==> src/rtl/bc_poll_sequencer_if.sv <==
// Channel-side and data-store-side signals of the MKIO bus-controller poll sequencer.
// tx_ready, rx_valid and dat_valid are one-cycle strobes: the receiver must take the qualified word in that cycle; there is no back-pressure.
interface bc_poll_sequencer_if;
  logic [15:0] tx_data;
  logic        tx_cd;
  logic        tx_ready;
  logic        tx_done;
  logic [15:0] rx_data;
  logic        rx_cd;
  logic        rx_valid;
  logic        p_error;
  logic [15:0] dat_out;
  logic [1:0]  dat_slot;
  logic [4:0]  dat_idx;
  logic        dat_valid;

  modport master (
    output tx_data, tx_cd, tx_ready, dat_out, dat_slot, dat_idx, dat_valid,
    input  tx_done, rx_data, rx_cd, rx_valid, p_error
  );

  modport slave (
    input  tx_data, tx_cd, tx_ready, dat_out, dat_slot, dat_idx, dat_valid,
    output tx_done, rx_data, rx_cd, rx_valid, p_error
  );
endinterface

==> src/rtl/bc_poll_sequencer.sv <==
// Polls up to four remote terminals with transmit commands, checks status, forwards data,
// and retries failed exchanges, keeping sticky per-slot error flags.
module bc_poll_sequencer #(
  parameter logic [4:0] BASE_ADDR = 5'd1,
  parameter logic [4:0] SUBADDR   = 5'd1,
  parameter logic [7:0] TIMEOUT   = 8'd28,
  parameter logic [1:0] MAX_RETRY = 2'd1
) (
  input  logic                       clk,
  input  logic                       reset,
  input  logic                       start,
  input  logic [3:0]                 rt_mask,
  input  logic [4:0]                 wc_cfg,
  bc_poll_sequencer_if.master        bus,
  output logic [3:0]                 err_flags,
  output logic                       busy,
  output logic                       done,
  output logic [3:0]                 dbg_state
);

  typedef enum logic [3:0] {
    IDLE        = 4'd0,
    SELECT      = 4'd1,
    LOAD_CMD    = 4'd2,
    SEND_CMD    = 4'd3,
    WAIT_TX     = 4'd4,
    WAIT_STATUS = 4'd5,
    WAIT_DATA   = 4'd6,
    FAIL        = 4'd7,
    NEXT        = 4'd8,
    DONE        = 4'd9
  } state_t;

  state_t      r_state;
  logic [3:0]  r_mask;
  logic [4:0]  r_wc;
  logic [1:0]  r_slot;
  logic [5:0]  r_wcnt;
  logic [1:0]  r_retry;
  logic [7:0]  r_tmo;
  logic [15:0] r_tx_data;
  logic        r_tx_cd;
  logic        r_tx_ready;
  logic [15:0] r_dat_out;
  logic [1:0]  r_dat_slot;
  logic [4:0]  r_dat_idx;
  logic        r_dat_valid;
  logic [3:0]  r_err;
  logic        r_busy;
  logic        r_done;

  logic [4:0]  w_slot_addr;
  logic [5:0]  w_n_words;
  logic [5:0]  w_wcnt_next;
  logic [7:0]  w_tmo_next;
  logic        w_tmo_hit;
  logic        w_status_ok;
  logic        w_data_ok;

  // Address wraps modulo 32 by the 5-bit result width.
  assign w_slot_addr = BASE_ADDR + {3'b000, r_slot};
  assign w_n_words   = (r_wc == 5'd0) ? 6'd32 : {1'b0, r_wc};
  assign w_wcnt_next = r_wcnt + 6'd1;
  assign w_tmo_next  = (r_tmo >= TIMEOUT) ? TIMEOUT : r_tmo + 8'd1;
  assign w_tmo_hit   = (w_tmo_next == TIMEOUT);
  assign w_status_ok = bus.rx_cd && !bus.p_error &&
                       (bus.rx_data[15:11] == w_slot_addr) && !bus.rx_data[10];
  assign w_data_ok   = !bus.rx_cd && !bus.p_error;

  always_ff @(posedge clk or negedge reset) begin
    if (!reset) begin
      r_state     <= IDLE;
      r_mask      <= 4'd0;
      r_wc        <= 5'd0;
      r_slot      <= 2'd0;
      r_wcnt      <= 6'd0;
      r_retry     <= 2'd0;
      r_tmo       <= 8'd0;
      r_tx_data   <= 16'd0;
      r_tx_cd     <= 1'b0;
      r_tx_ready  <= 1'b0;
      r_dat_out   <= 16'd0;
      r_dat_slot  <= 2'd0;
      r_dat_idx   <= 5'd0;
      r_dat_valid <= 1'b0;
      r_err       <= 4'd0;
      r_busy      <= 1'b0;
      r_done      <= 1'b0;
    end else begin
      r_tx_ready  <= 1'b0;
      r_dat_valid <= 1'b0;
      r_done      <= 1'b0;
      case (r_state)
        IDLE: begin
          if (start) begin
            r_mask  <= rt_mask;
            r_wc    <= wc_cfg;
            r_err   <= r_err & ~rt_mask;
            r_slot  <= 2'd0;
            r_busy  <= 1'b1;
            r_state <= SELECT;
          end
        end
        SELECT: begin
          if (!r_mask[r_slot]) begin
            r_state <= NEXT;
          end else begin
            r_retry <= 2'd0;
            r_state <= LOAD_CMD;
          end
        end
        LOAD_CMD: begin
          // tx_ready is registered here so it is high exactly while in SEND_CMD.
          r_tx_data  <= {w_slot_addr, 1'b1, SUBADDR, r_wc};
          r_tx_cd    <= 1'b1;
          r_tx_ready <= 1'b1;
          r_state    <= SEND_CMD;
        end
        SEND_CMD: r_state <= WAIT_TX;
        WAIT_TX: begin
          if (bus.tx_done) begin
            r_tmo   <= 8'd0;
            r_state <= WAIT_STATUS;
          end
        end
        WAIT_STATUS: begin
          // A word arriving on the timeout cycle wins over the timeout.
          if (bus.rx_valid) begin
            if (w_status_ok) begin
              r_wcnt  <= 6'd0;
              r_tmo   <= 8'd0;
              r_state <= WAIT_DATA;
            end else begin
              r_state <= FAIL;
            end
          end else begin
            r_tmo <= w_tmo_next;
            if (w_tmo_hit) r_state <= FAIL;
          end
        end
        WAIT_DATA: begin
          if (bus.rx_valid) begin
            if (w_data_ok) begin
              r_dat_valid <= 1'b1;
              r_dat_out   <= bus.rx_data;
              r_dat_slot  <= r_slot;
              r_dat_idx   <= r_wcnt[4:0];
              r_wcnt      <= w_wcnt_next;
              r_tmo       <= 8'd0;
              if (w_wcnt_next == w_n_words) r_state <= NEXT;
            end else begin
              r_state <= FAIL;
            end
          end else begin
            r_tmo <= w_tmo_next;
            if (w_tmo_hit) r_state <= FAIL;
          end
        end
        FAIL: begin
          if (r_retry < MAX_RETRY) begin
            r_retry <= r_retry + 2'd1;
            r_state <= LOAD_CMD;
          end else begin
            r_err[r_slot] <= 1'b1;
            r_state       <= NEXT;
          end
        end
        NEXT: begin
          if (r_slot == 2'd3) begin
            r_done  <= 1'b1;
            r_busy  <= 1'b0;
            r_state <= DONE;
          end else begin
            r_slot  <= r_slot + 2'd1;
            r_state <= SELECT;
          end
        end
        DONE:    r_state <= IDLE;
        default: r_state <= IDLE;
      endcase
    end
  end

  assign bus.tx_data   = r_tx_data;
  assign bus.tx_cd     = r_tx_cd;
  assign bus.tx_ready  = r_tx_ready;
  assign bus.dat_out   = r_dat_out;
  assign bus.dat_slot  = r_dat_slot;
  assign bus.dat_idx   = r_dat_idx;
  assign bus.dat_valid = r_dat_valid;
  assign err_flags     = r_err;
  assign busy          = r_busy;
  assign done          = r_done;
  assign dbg_state     = r_state;

endmodule

==> src/flat_wrapper.sv <==
// flat-port wrapper written by rule: the top's interface ports become plain ports
module bc_poll_sequencer_flat 
#(
  parameter logic [4:0] BASE_ADDR = 5'd1,
  parameter logic [4:0] SUBADDR   = 5'd1,
  parameter logic [7:0] TIMEOUT   = 8'd28,
  parameter logic [1:0] MAX_RETRY = 2'd1
)
  (clk, reset, start, rt_mask, wc_cfg, err_flags, busy, done, dbg_state, bus_tx_data, bus_tx_cd, bus_tx_ready, bus_dat_out, bus_dat_slot, bus_dat_idx, bus_dat_valid, bus_tx_done, bus_rx_data, bus_rx_cd, bus_rx_valid, bus_p_error);
  bc_poll_sequencer_if bus_i ();
  input  logic clk;
  input  logic reset;
  input  logic start;
  input  logic [3:0] rt_mask;
  input  logic [4:0] wc_cfg;
  output logic [3:0] err_flags;
  output logic busy;
  output logic done;
  output logic [3:0] dbg_state;
  output wire logic [$bits(bus_i.tx_data)-1:0] bus_tx_data;
  output wire logic [$bits(bus_i.tx_cd)-1:0] bus_tx_cd;
  output wire logic [$bits(bus_i.tx_ready)-1:0] bus_tx_ready;
  output wire logic [$bits(bus_i.dat_out)-1:0] bus_dat_out;
  output wire logic [$bits(bus_i.dat_slot)-1:0] bus_dat_slot;
  output wire logic [$bits(bus_i.dat_idx)-1:0] bus_dat_idx;
  output wire logic [$bits(bus_i.dat_valid)-1:0] bus_dat_valid;
  input wire logic [$bits(bus_i.tx_done)-1:0] bus_tx_done;
  input wire logic [$bits(bus_i.rx_data)-1:0] bus_rx_data;
  input wire logic [$bits(bus_i.rx_cd)-1:0] bus_rx_cd;
  input wire logic [$bits(bus_i.rx_valid)-1:0] bus_rx_valid;
  input wire logic [$bits(bus_i.p_error)-1:0] bus_p_error;
  assign bus_tx_data = bus_i.tx_data;
  assign bus_tx_cd = bus_i.tx_cd;
  assign bus_tx_ready = bus_i.tx_ready;
  assign bus_dat_out = bus_i.dat_out;
  assign bus_dat_slot = bus_i.dat_slot;
  assign bus_dat_idx = bus_i.dat_idx;
  assign bus_dat_valid = bus_i.dat_valid;
  assign bus_i.tx_done = bus_tx_done;
  assign bus_i.rx_data = bus_rx_data;
  assign bus_i.rx_cd = bus_rx_cd;
  assign bus_i.rx_valid = bus_rx_valid;
  assign bus_i.p_error = bus_p_error;
  bc_poll_sequencer #(.BASE_ADDR(BASE_ADDR), .SUBADDR(SUBADDR), .TIMEOUT(TIMEOUT), .MAX_RETRY(MAX_RETRY)) u_core (.clk(clk), .reset(reset), .start(start), .rt_mask(rt_mask), .wc_cfg(wc_cfg), .bus(bus_i), .err_flags(err_flags), .busy(busy), .done(done), .dbg_state(dbg_state));
endmodule
==> config.mk <==
export PLATFORM = sky130hd
export DESIGN_NAME = bc_poll_sequencer_flat
export DESIGN_NICKNAME = d
export VERILOG_FILES = /design/src/rtl/bc_poll_sequencer_if.sv /design/src/rtl/bc_poll_sequencer.sv /design/src/flat_wrapper.sv
export SDC_FILE = /design/constraint.sdc
export NUM_CORES = 1
export LEC_CHECK = 0
export ABC_CLOCK_PERIOD_IN_PS = 6300
export BUFFER_PORTS_ARGS = -buffer_cell sky130_fd_sc_hd__buf_2
export CAP_MARGIN = 20
export CORE_ASPECT_RATIO = 0.9
export CORE_MARGIN = 1.5
export CORE_UTILIZATION = 57
export DETAILED_ROUTE_END_ITERATION = 16
export PLACE_DENSITY = 0.86
export RECOVER_POWER = 100
export SYNTH_ARGS = -nofsm -noshare
export SYNTH_HDL_FRONTEND = slang
export SYNTH_SLANG_ARGS = --single-unit
==> constraint.sdc <==
create_clock -name clk -period 6.3 [get_ports clk]
set_input_delay 0.63 -clock clk [delete_from_list [all_inputs] [get_ports clk]]
set_output_delay 0.63 -clock clk [all_outputs]
set_load 0.01 [all_outputs]
Yosys cells after proc, flatten, opt, wreduce, memory -nomap -nowiden
Index checks and enable logic that the tools add are counted.
{ "totals": {"reg_bits": 75, "latchBits": 0, "mem_bits_rw": 0, "mem_bits_ro": 0, "input_bits": 32, "out_inout_bits": 52, "elab_cells": 126, "memories": 0} }
{ "op_classes": {"add_sub_neg": 5, "multipliers": 0, "div_mod_pow": 0, "n_lt_le_gt_ge": 4, "eq_ne": 26, "shifts": 0, "mux": 47, "n_bitwise": 3, "n_reduce_logical": 24} }
{ "ops": {"columns": ["operator", "n"], "rows": [
  ["4-bit two-way mux", 12],
  ["8-bit two-way mux", 6],
  ["4-bit one-hot mux with 9 select lines", 1],
  ["6-bit two-way mux", 5],
  ["8-bit one-hot mux with 3 select lines", 1],
  ["3-bit AND reduction", 6],
  ["4-bit by 3-bit equality test with 1-bit output (second input constant)", 4],
  ["2-bit != test (second input constant)", 6],
  ["6-bit one-hot mux with 2 select lines", 1],
  ["1-bit two-way mux", 11],
  ["2-bit by 1-bit != test with 1-bit output (second input constant)", 5],
  ["8-bit by 1-bit adder with 8-bit output (second input constant)", 1],
  ["4-bit by 2-bit equality test with 1-bit output (second input constant)", 2],
  ["8-bit by 5-bit equality test with 1-bit output (second input constant)", 1],
  ["8-bit by 5-bit greater-or-equal comparator with 1-bit output (second input constant)", 1],
  ["2-bit two-way mux", 4],
  ["2-bit one-hot mux with 2 select lines", 2],
  ["4-bit one-hot mux with 2 select lines", 1],
  ["2-bit nonzero test", 4],
  ["6-bit by 1-bit adder with 6-bit output (second input constant)", 1],
  ["6-bit equality test", 1],
  ["3-bit by 2-bit != test with 1-bit output (second input constant)", 2],
  ["5-bit equality test", 1],
  ["1-bit logical AND", 5],
  ["22 further kinds", 25]
]} }

Depth between registers and ports, before layout
{ "logic_depth": {"depth_word": 7, "depth_mapped": 7, "depth_no_buf": 7} }

Worst setup path after synthesis
OpenSTA, ideal clock, no wires.
{ "synth_path": {"path_type": "register -> register", "start": "register u_core.r_slot[0]", "end": "register u_core.r_tmo[4]", "setup_ps": 145, "t_arrival_ps": 1857, "required_ps": 6155, "slack_ps": 4298, "stages_incl_launch_ff": 8, "n_path_buf": 0, "period_less_slack_ps": 2002, "path_cell_list": "dfrtp_1 > inv_1 > ha_1 > xor2_1 > nor3_1 > a21oi_1 > o21ai_1 > a31oi_1"} }
{ "synth_between": {"elab_chain_len": 6} }
{ "synth_rtl": {"columns": ["element", "line", "source"], "rows": [
  ["start, declared", "bc_poll_sequencer.sv:37", "logic [1:0] r_slot;"],
  ["start signal, assigned", "bc_poll_sequencer.sv:174", "r_slot <= r_slot + 2'd1;"],
  ["1-bit by 2-bit adder with 3-bit output", "bc_poll_sequencer.sv:61", "assign w_slot_addr = BASE_ADDR + {3'b000, r_slot};"],
  ["named net u_core.w_slot_addr[0]", "bc_poll_sequencer.sv:52", "logic [4:0] w_slot_addr;"],
  ["5-bit equality test", "bc_poll_sequencer.sv:67", "(bus.rx_data[15:11] == w_slot_addr) && !bus.rx_data[10];"],
  ["1-bit logical AND", "bc_poll_sequencer.sv:66", "assign w_status_ok = bus.rx_cd && !bus.p_error &&"],
  ["1-bit logical AND", "bc_poll_sequencer.sv:67", null],
  ["3-bit by 2-bit != test with 1-bit output (no line)", null, null],
  ["4-bit AND reduction (no line)", null, null],
  ["end signal, assigned", "bc_poll_sequencer.sv:137", "r_tmo <= w_tmo_next;"],
  ["end signal, assigned", "bc_poll_sequencer.sv:155", "r_tmo <= w_tmo_next;"],
  ["end, declared", "bc_poll_sequencer.sv:40", "logic [7:0] r_tmo;"]
]} }
The timed path passes the listed nets, and every way through them passes these cells.
A chain may end at the register's enable or synchronous reset.

Worst setup path after layout
{ "layout_path": {"start": "register u_core.r_state[2], in the netlist u_core.dbg_state[2]", "end": "register u_core.r_state[3], in the netlist u_core.dbg_state[3]"} }
{ "layout_between": {"elab_chain_len": 3, "word_cells_on_any_way": 14, "classes_between": "eq/ne: 11; mux: 1; reduce/logical: 2"} }
{ "layout_rtl": {"columns": ["element", "line", "source"], "rows": [
  ["start, declared", "bc_poll_sequencer.sv:34", "state_t r_state;"],
  ["start signal, assigned", "bc_poll_sequencer.sv:72", "r_state <= IDLE;"],
  ["start signal, assigned", "bc_poll_sequencer.sv:101", "r_state <= SELECT;"],
  ["start signal, assigned", "bc_poll_sequencer.sv:106", "r_state <= NEXT;"],
  ["4-bit by 3-bit equality test with 1-bit output / 4-bit logical NOT (equally long branches)", "bc_poll_sequencer.sv:93", "case (r_state)"],
  ["4-bit != test (no line) / 2-bit != test (equally long branches)", null, null],
  ["3-bit AND reduction (no line)", null, null]
]} }
Several ways; a longest one is shown, not always the timed one.

==> reports/results.md <==
- finished, final reports clean — result of the run
- sky130_fd_sc_hd__clkbuf_1 — slowest library cell on the worst path
- 0 — max-slew violation count
- 13.8% — fraction of layout instances using a drive strength above 1
- 2 — number of buffers on the longest clock path
- 3570 ps — arrival time at the worst endpoint
- 0 — Final ANT Viol Nets
- sky130_fd_sc_hd__dfrtp_1 — Main synth FF type
- 2779 — number of vias in the routed layout
- 3970 um2 — cell area after layout
- 450 nW/um2 — total power divided by cell area
- sky130_fd_sc_hd__nand2_1, sky130_fd_sc_hd__dfrtp_1, sky130_fd_sc_hd__a21oi_1, sky130_fd_sc_hd__inv_1, sky130_fd_sc_hd__nor2_1 — list of most frequent post-synthesis cells
- 0 — number of antenna diodes
- 0 ps — post-route setup TNS
- 14.7 um — per-cell routed wire length
- met2 — gr busiest metal
- 0 — Hold Violations, Final
- 77 — IO buf count
- 9 — number of clock buffers inserted by TritonCTS
- 6450 um2 — Die Area
- 3 — Max H-tree Level
- 72 — maximum number of pins on one net before global-route repair
- 280 — number of DRC violations after detailed-routing iteration 0
- 4 — first-pass detailed-route iteration total
- sky130_fd_sc_hd__dfrtp_1 — library cell with the largest summed area after synthesis
- no — unrepaired setup endpoints after global routing
- 6 — Worst R2R Path Depth
- 71 — count of clock tree sinks
- 76.3 um — DIE HEIGHT
- 467 — count of fill cells added during filler insertion
- 0 — post-CTS resize count
- 52.9% — fraction of the cycle the final worst path needs
- 3800 um2 — placed instance area
- u_core.dbg_state[3] — Critical R2R Capture
- sky130_fd_sc_hd__clkbuf_8 — Clock Tree Root
- 360 ps — clock latency at the later pin of the worst-skew pair
- 59.5% — initial core utilization
- 0 — initial antenna violation count
- 357 — synthesized instance count
- 0 — Post-CTS Setup Bufs
- 0.813 — Final GP Congestion
- 300 MHz — timing-limited maximum frequency
- u_core.dbg_state[2] — beginning of the worst register-to-register path
- register — Critical Path Sink Type
- 1.94 nW — leakage power
- 5.49 — vias per inst
- 6530 ps — required arrival time at the worst endpoint
- 8.34% — global-route met3 utilization
- 71 — register bit total from synthesis
- 12.6 mm — global-route wire length before repair
- 0 — DRC Markers
- 51 — count of distinct cell types in the synthesized netlist
- 0 — number of max-capacitance violations reported
- 33 — maximum net fanout on the critical path
- 26 — # rows
- 0 — total of endpoints with negative setup slack in the final report
- 25.0% — global routing usage summed across all routing layers
- register to register — startpoint-to-endpoint class of the critical path
- 34.8% — GR Util met1
- 0 — EDFF count, synth
- 0 — number of hold-repair buffers added at the cts stage
- 84 — number of top-level pins
- 52.1% — sequential element share of the synthesized area
- 2970 ps — Reg2Reg Setup Slack
- 100% — async set or reset register ratio after synthesis
- sky130_fd_sc_hd__nand2_1 — most repeated cell in the gate-level netlist after synthesis
- nor2b_1 -> nand4_1 -> clkbuf_1 -> inv_1 -> a311oi_1 -> nor2_1 — Cell Chain, Critical Path
- 0 — grt ovf
- 3330 ps — fin crit period
- 7.46 mm — drt total wl
- 2642 — via count of the first global-routing pass
- 16.6% — synth-to-layout area growth
- 3410 um2 — post-synthesis instance area
- 8.66 ps — Post-Route Skew
- primary input to asynchronous set/reset pin — hold crit path type
- done — CTS tree
- 52.1% — proportion of netlist area held by the largest area contributor
- 5730 um2 — core footprint
- 7.57% — relative slew slack
- 1380 ps — transition time at the pin with the least slew margin
- 458 ps — final worst hold slack
- register — kind of launch point of the worst setup path
- 960 ps — maximum cell stage delay along the critical path
- 69.4% — Finished Core Util
- 84.5 um — horizontal die dimension
- 0 — yosys warns
- 9.54 um2 — mean instance size in the synthesized netlist
- 471 — number of nets at the end of the flow
- u_core.dbg_state[2] — beginning of the critical path
- 36.5% — global-route met2 utilization
- 80 ps — Clock Pin Slew Worst Setup and Hold Paths
- 4.98 mm — hpwl dp
- 0.280 mV — worst supply voltage drop on vdd
- sky130_fd_sc_hd__dfrtp_1, sky130_fd_sc_hd__nand2_1, sky130_fd_sc_hd__ha_1 — cells taking the most area after synthesis
==> report_power, final <==
group	leakage, nW	switching [mW]	internal (mW)
clock network	0.123	0.180	0.264
registers	0.922	0.152	0.608
logic	0.897	0.336	0.246
==> how the worst max path moves through the flow <==
stage | end | slack, ps
2_1_floorplan | u_core.r_tmo[4] | 4300
5_1_grt | u_core.dbg_state[3] | 2620
3_5_place_dp | u_core.r_tmo[7] | 3920
4_1_cts | u_core.r_tmo[7] | 3890
6_report | u_core.dbg_state[3] | 2970
3_3_place_gp | u_core.r_tmo[4] | 4030
==> cells by family (layout without fill, tap and decap cells) <==
kind of cell    after synthesis  in the layout  synth area share (%)
xor+xnor                     13             13                  3.75
flops                        71             71                  52.1
simple gates                155            155                  20.7
mux                          11             11                  3.89
other cells                   1              6                 0.110
compound gates               63             63                  11.5
buf+inv                      35            109                  4.96
fa+ha+maj                     8              8                  2.94
==> routing by layer <==
layer | share of wire (%) | vias up
li1 | - | 1345
met2 | 45 | 119
met3 | 8.3 | 11
met1 | 45 | 1304
met4 | 1.3 | 0
met5 | 0 | -
==> stage by stage <==
stage,worst slack [ps],total power [mW],cells
after floorplan,4300,1.16,362
after global placement,4030,1.35,490
after detailed placement,3920,1.37,490
after CTS,3890,1.83,506
after global routing,2620,1.92,506
final,2970,1.79,506
==> placed cells by master (no fill, tap or decap), drive strengths merged, types with 2 or more instances in the layout <==
master,Yosys,routed
nor3,10,10
buf,15,32
nand2b,6,6
nor3b,5,5
and3,3,3
clkinv,0,4
clkbuf,6,56
o21a,2,2
o21ai,19,19
a311oi,2,2
nand2,100,100
nor2b,2,2
bufinv,0,3
inv,14,14
a21boi,3,3
a31oi,7,7
a22o,3,3
xnor2,7,7
nor2,12,12
xor2,5,5
or3,2,2
ha,8,8
conb,1,6
nand3,6,6
dfrtp,71,71
mux2,8,8
a211oi,2,2
or4,2,2
nand4,2,2
mux2i,2,2
o22ai,2,2
a21oi,19,19
==> flip-flops by register name (all words and copies together), names as in the netlist <==
name	flops
u_core.bus.dat_slot	2
u_core.bus.dat_valid	1
u_core.r_retry	2
u_core.done	1
u_core.bus.dat_out	16
u_core.bus.tx_data	9
u_core.dbg_state	4
u_core.busy	1
u_core.r_mask	4
u_core.r_tmo	8
u_core.r_wc	5
u_core.bus.dat_idx	5
u_core.r_wcnt	6
u_core.bus.tx_ready	1
u_core.r_slot	2
u_core.err_flags	4
==> critical path, delay by kind of cell, from the launching register on <==
| family | cells | cell delay, ps |
|---|---|---|
| DFF | 1 | 560 |
| buffers and inverters | 2 | 1710 |
| and+or+nand+nor | 3 | 460 |
| AOI/OAI and AO/OA | 1 | 470 |
==> cell type report <==
| cell class | instances | area (um2) | share of cell area (%) |
|---|---|---|---|
| multi-input cells | 256 | 1470 | 37.0 |
| repair buffers | 79 | 339 | 8.54 |
| well taps | 70 | 87.6 | 2.21 |
| inverters | 14 | 52.6 | 1.32 |
| clock buffers | 9 | 124 | 3.12 |
| clock inverters | 7 | 121 | 3.06 |
| flip-flops and latches | 71 | 1780 | 44.7 |
Note: power is estimated with default switching activity, not from simulation.
